===== config.mk =====
export PLATFORM = sky130hd
export DESIGN_NAME = sipo_shift_ctrl
export DESIGN_NICKNAME = d
export VERILOG_FILES = /design/src/rtl/sipo_shift_ctrl.sv
export SDC_FILE = /design/constraint.sdc
export NUM_CORES = 1
export LEC_CHECK = 0
export ABC_CLOCK_PERIOD_IN_PS = 2900
export BUFFER_PORTS_ARGS = -buffer_cell sky130_fd_sc_hd__buf_2
export CAP_MARGIN = 10
export CORE_AREA = 2 2 41 43
export CTS_CLUSTER_SIZE = 40
export DETAILED_ROUTE_END_ITERATION = 8
export DIE_AREA = 0 0 43 45
export GPL_ROUTABILITY_DRIVEN = 0
export HOLD_SLACK_MARGIN = 0.08
export PLACE_DENSITY = 0.88
export SYNTH_ARGS = -nofsm -noshare
export SYNTH_HDL_FRONTEND = slang
export SYNTH_SLANG_ARGS = --single-unit

===== constraint.sdc =====
create_clock -name clk -period 2.9 [get_ports clk]
set_input_delay 0.145 -clock clk [delete_from_list [all_inputs] [get_ports clk]]
set_output_delay 0.145 -clock clk [all_outputs]
set_load 0.1 [all_outputs]

===== src/rtl/sipo_shift_ctrl.sv =====
// ============================================================================
// Module   : sipo_shift_ctrl
// Purpose  : Serialises a parallel word into an external SIPO, captures the
//            SIPO's parallel output and offers it on a valid/ready handshake.
// Options  : SIPO_SHIFT_CTRL_CHECK_EN enables the capture-mismatch checker.
// Revision : 1.0 - initial release
// ============================================================================
`default_nettype none

module sipo_shift_ctrl #(
    parameter int WIDTH     = 4,
    parameter bit MSB_FIRST = 1'b0
) (
    input  logic                         clk,
    input  logic                         rst,
    input  logic                         start_i,
    input  logic                         abort_i,
    input  logic [WIDTH-1:0]             load_data_i,
    input  logic [WIDTH-1:0]             sipo_output_i,
    input  logic                         out_ready_i,
    output logic                         serial_a_o,
    output logic                         shift_a_o,
    output logic                         busy_o,
    output logic                         out_valid_o,
    output logic [WIDTH-1:0]             out_data_o,
    output logic [$clog2(WIDTH+1)-1:0]   bit_cnt_o,
    output logic                         chk_err_o
);

    localparam int CNT_W = $clog2(WIDTH+1);
    localparam logic [CNT_W-1:0] c_LAST_CNT = CNT_W'(WIDTH-1);
    localparam logic [CNT_W-1:0] c_ONE      = CNT_W'(1);

    typedef enum logic [1:0] {
        S_IDLE    = 2'd0,
        S_SHIFT   = 2'd1,
        S_CAPTURE = 2'd2,
        S_VALID   = 2'd3
    } state_t;

    state_t             state_q;
    logic [WIDTH-1:0]   shadow_q;
    logic [WIDTH-1:0]   shadow_d;
    logic [WIDTH-1:0]   out_data_q;
    logic [CNT_W-1:0]   bit_cnt_q;
    logic               shift_q;
    logic               busy_q;
    logic               valid_q;
    logic               tx_bit_w;

    // The shadow drains toward the transmitted end, so the bit on the wire
    // is always the one sitting at that end of the register.
    generate
        if (MSB_FIRST) begin : g_msb_first
            assign shadow_d = {shadow_q[WIDTH-2:0], 1'b0};
            assign tx_bit_w = shadow_q[WIDTH-1];
        end else begin : g_lsb_first
            assign shadow_d = {1'b0, shadow_q[WIDTH-1:1]};
            assign tx_bit_w = shadow_q[0];
        end
    endgenerate

`ifdef SIPO_SHIFT_CTRL_CHECK_EN
    logic [WIDTH-1:0]   chk_word_q;
    logic [WIDTH-1:0]   exp_word_w;
    logic               chk_err_q;

    generate
        for (genvar i = 0; i < WIDTH; i++) begin : g_exp_word
            assign exp_word_w[i] = MSB_FIRST ? chk_word_q[WIDTH-1-i] : chk_word_q[i];
        end
    endgenerate

    assign chk_err_o = chk_err_q;
`else
    assign chk_err_o = 1'b0;
`endif

    always_ff @(posedge clk) begin
        if (rst) begin
            state_q    <= S_IDLE;
            shadow_q   <= '0;
            out_data_q <= '0;
            bit_cnt_q  <= '0;
            shift_q    <= 1'b0;
            busy_q     <= 1'b0;
            valid_q    <= 1'b0;
`ifdef SIPO_SHIFT_CTRL_CHECK_EN
            chk_word_q <= '0;
            chk_err_q  <= 1'b0;
`endif
        end else begin
            case (state_q)
                S_IDLE: begin
                    if (start_i) begin
                        shadow_q  <= load_data_i;
                        bit_cnt_q <= '0;
                        shift_q   <= 1'b1;
                        busy_q    <= 1'b1;
                        state_q   <= S_SHIFT;
`ifdef SIPO_SHIFT_CTRL_CHECK_EN
                        chk_word_q <= load_data_i;
`endif
                    end
                end
                S_SHIFT: begin
                    // Abort takes priority even over the final shift.
                    if (abort_i) begin
                        shift_q   <= 1'b0;
                        busy_q    <= 1'b0;
                        bit_cnt_q <= '0;
                        state_q   <= S_IDLE;
                    end else begin
                        shadow_q  <= shadow_d;
                        bit_cnt_q <= bit_cnt_q + c_ONE;
                        if (bit_cnt_q == c_LAST_CNT) begin
                            shift_q <= 1'b0;
                            state_q <= S_CAPTURE;
                        end
                    end
                end
                S_CAPTURE: begin
                    out_data_q <= sipo_output_i;
                    valid_q    <= 1'b1;
                    state_q    <= S_VALID;
`ifdef SIPO_SHIFT_CTRL_CHECK_EN
                    chk_err_q  <= (sipo_output_i != exp_word_w);
`endif
                end
                S_VALID: begin
                    if (out_ready_i) begin
                        valid_q   <= 1'b0;
                        busy_q    <= 1'b0;
                        bit_cnt_q <= '0;
                        state_q   <= S_IDLE;
`ifdef SIPO_SHIFT_CTRL_CHECK_EN
                        chk_err_q <= 1'b0;
`endif
                    end
                end
                default: begin
                    state_q <= S_IDLE;
                end
            endcase
        end
    end

    assign shift_a_o   = shift_q;
    assign serial_a_o  = shift_q & tx_bit_w;
    assign busy_o      = busy_q;
    assign out_valid_o = valid_q;
    assign out_data_o  = out_data_q;
    assign bit_cnt_o   = bit_cnt_q;

endmodule

`default_nettype wire

==> results.json <==
{
  "status": "complete, no violations",
  "clock_path_buffers": 2,
  "vias": 650,
  "ys.flop_type": "dfxtp_1",
  "port_buffers": 23,
  "post-dp-hpwl_um": 1116,
  "ant_nets": 0,
  "synth_nets": 98,
  "arrival_ns": 1.68,
  "first_global_vias": 579,
  "final_core_util": 0.5961,
  "clkSinkCount": 16,
  "required_ns": 3.12,
  "synth-seq-cells": 16,
  "multi_input_area_um2": 362.8,
  "cts_root_buf": "clkbuf_4",
  "finClkSkew_ns": 0.0009065,
  "ys_top_cells_by_area": "dfxtp_1, a21oi_1, mux2i_1",
  "crit_path_end_kind": "register",
  "synth_edf_count": 0,
  "dieHeight_um": 45,
  "antenna_found_initial": 0,
  "tritoncts": "built",
  "first_pass_iters": 4,
  "setup_viol": 0,
  "post_drt_via_cell_ratio": 5.417,
  "layout-drive-gt1-share": 0.3269,
  "period_needed_ns": 1.462,
  "holdBufCountCts": 0,
  "cts_buffers": 3,
  "power_density_mw_per_mm2": 532.6,
  "rsz0062_at_grt": "false",
  "grt_use_total": 0.1831,
  "postCtsResizedCells": 0,
  "clk_pin_slew_ns": 0.09,
  "worst_path_largest_cell_delay_ns": 0.55,
  "ys_warn_count": 0,
  "fin_tns_setup_ns": 0,
  "worstSetupPathType": "reg -> reg",
  "core_area_mm2": 0.001471,
  "yosys.area.top_type": "dfxtp_1",
  "tightest_slew_ns": 0.5312,
  "grt_max_degree": 18,
  "final-seq-area_um2": 320.3,
  "cp_cell_sequence": "or3b_4 -> or2_4 -> o22ai_2",
  "synth_cells": 83,
  "async_reset_ff_frac": 0,
  "start_util": 0.5000,
  "num-fill-cells": 132,
  "cts_setup_buffers": 0,
  "io_pins": 25,
  "hp-class": "in -> reg",
  "syn-cell-area_um2": 735.7,
  "cp_top_family": "simple AND/OR/NAND/NOR gates",
  "fin_crit_sh": 0.5042,
  "syn_to_final_growth_pct": 19.22,
  "synth_cell_types": 26,
  "crit_path_start_kind": "register",
  "timing.fmax_mhz": 683.9,
  "num_rows": 14,
  "htree_num_levels": 1,
  "drt_wl_total_um": 1440,
  "die_area_mm2": 0.001935,
  "synth_commonest_cells": "dfxtp_1, a21oi_1, nor2_1",
  "critPathSlowestCell": "dfxtp_1",
  "synth_top_area_frac": 0.4354,
  "ir_drop_mv": 0.3362,
  "cp_num_buf_inv": 0,
  "maxSlewHeadroom": 0.6451,
  "die_x_um": 43,
  "fin_nets": 120,
  "max-cap-violations": 0,
  "syn_avg_cell_area_um2": 8.864,
  "drt_iter0_drc": 5,
  "drv_slew": 0,
  "yosysSeqAreaShare": 0.4354,
  "final_hold_viol_count": 0,
  "grt-ovfl-total": 0,
  "wire_per_inst_um": 12.00,
  "diodes": 0,
  "path_max_fanout": 13,
  "power.leakage_nw": 0.3970,
  "grt_pass1_wl_um": 2484,
  "synth.most_common_cell": "dfxtp_1",
  "drc": 0,
  "clkLatencyLatePin_ns": 0.29
}
where the power goes:
group | total [mW] | internal (mW) | leakage, nW | switching, mW
Clock | 0.147 | 0.0765 | 0.0210 | 0.0703
Sequential | 0.238 | 0.229 | 0.131 | 0.00867
Combinational | 0.0827 | 0.0255 | 0.245 | 0.0572
Total | 0.467 | 0.331 | 0.397 | 0.136
cells in the final DEF (no fill, tap or decap), drive strengths merged, types with 2 or more instances in the layout:
master | synthesis | layout
a2bb2oi | 2 | 2
o32ai | 2 | 2
buf | 4 | 23
nand2b | 4 | 4
inv | 6 | 6
clkbuf | 2 | 4
nor3 | 3 | 3
a21oi | 10 | 10
nand2 | 4 | 4
nor2b | 2 | 2
dfxtp | 16 | 16
mux2i | 4 | 4
nor2 | 10 | 10
ha | 2 | 2
o221a | 3 | 3
metal layers:
metal	vias up	share of wire	GRT usage	wire, µm
met5	-	0	0	0
met1	303	0.43	0.2050	621
li1	329	-	-	-
met2	14	0.49	0.3061	711
met3	4	0.042	0.02400	60
met4	0	0.032	0.1636	46
registers in the layout, summed over array words and instances (netlist names), named ones only:
name,cells
shadow_q,4
shift_a_o,1
bit_cnt_o,3
state_q,1
out_data_o,4
busy_o,1
out_valid_o,1
per-stage QoR:
| stage | power, mW | cell area, µm² | hold slack [ns] | setup slack [ns] | instances |
|---|---|---|---|---|---|
| final | 0.4671 | 877.1 | 0.08851 | 1.438 | 120 |
| after global routing | 0.4887 | 877.1 | 0.09809 | 1.305 | 120 |
| after CTS | 0.4702 | 877.1 | 0.09021 | 1.431 | 120 |
| after detailed placement | 0.3254 | 840.8 | 0.3950 | 1.455 | 116 |
| after global placement | 0.3229 | 840.8 | 0.3812 | 1.491 | 116 |
| after floorplan | 0.3073 | 735.7 | 0.2922 | 0.9343 | 83 |
worst min-delay path: stages:
cell,delay (ns)
buf_2,0.08
mux2i_1,0.05
nor2_1,0.07
final timing paths:
check | from | endpoint | slack (ns) | cells after the start
min | sipo_output_i[0] | out_data_o[0] | 0.09 | 3
max | state_q[0] | bit_cnt_o[0] | 1.44 | 3
min reg2reg | shift_a_o | shift_a_o | 0.49 | 2
max reg2reg | state_q[0] | bit_cnt_o[0] | 1.44 | 3
area by class of cell:
type | count | share of cell area
clock buffer | 4 | 0.04137
inverter | 6 | 0.02568
multi-input combinational | 55 | 0.4137
sequential | 16 | 0.3652
tap | 16 | 0.02282
timing repair buffer | 23 | 0.1312
kinds of logic (layout without fill, tap and decap cells):
kind of cell | Yosys count | in the layout | synth area share
buf+inv | 12 | 33 | 0.07143
other cells | 1 | 1 | 0.005097
fa+ha+maj | 2 | 2 | 0.03401
mux | 4 | 4 | 0.05442
compound gates | 22 | 22 | 0.2177
simple gates | 26 | 26 | 0.1820
flops | 16 | 16 | 0.4354
Note: power is estimated with default switching activity, not from simulation.
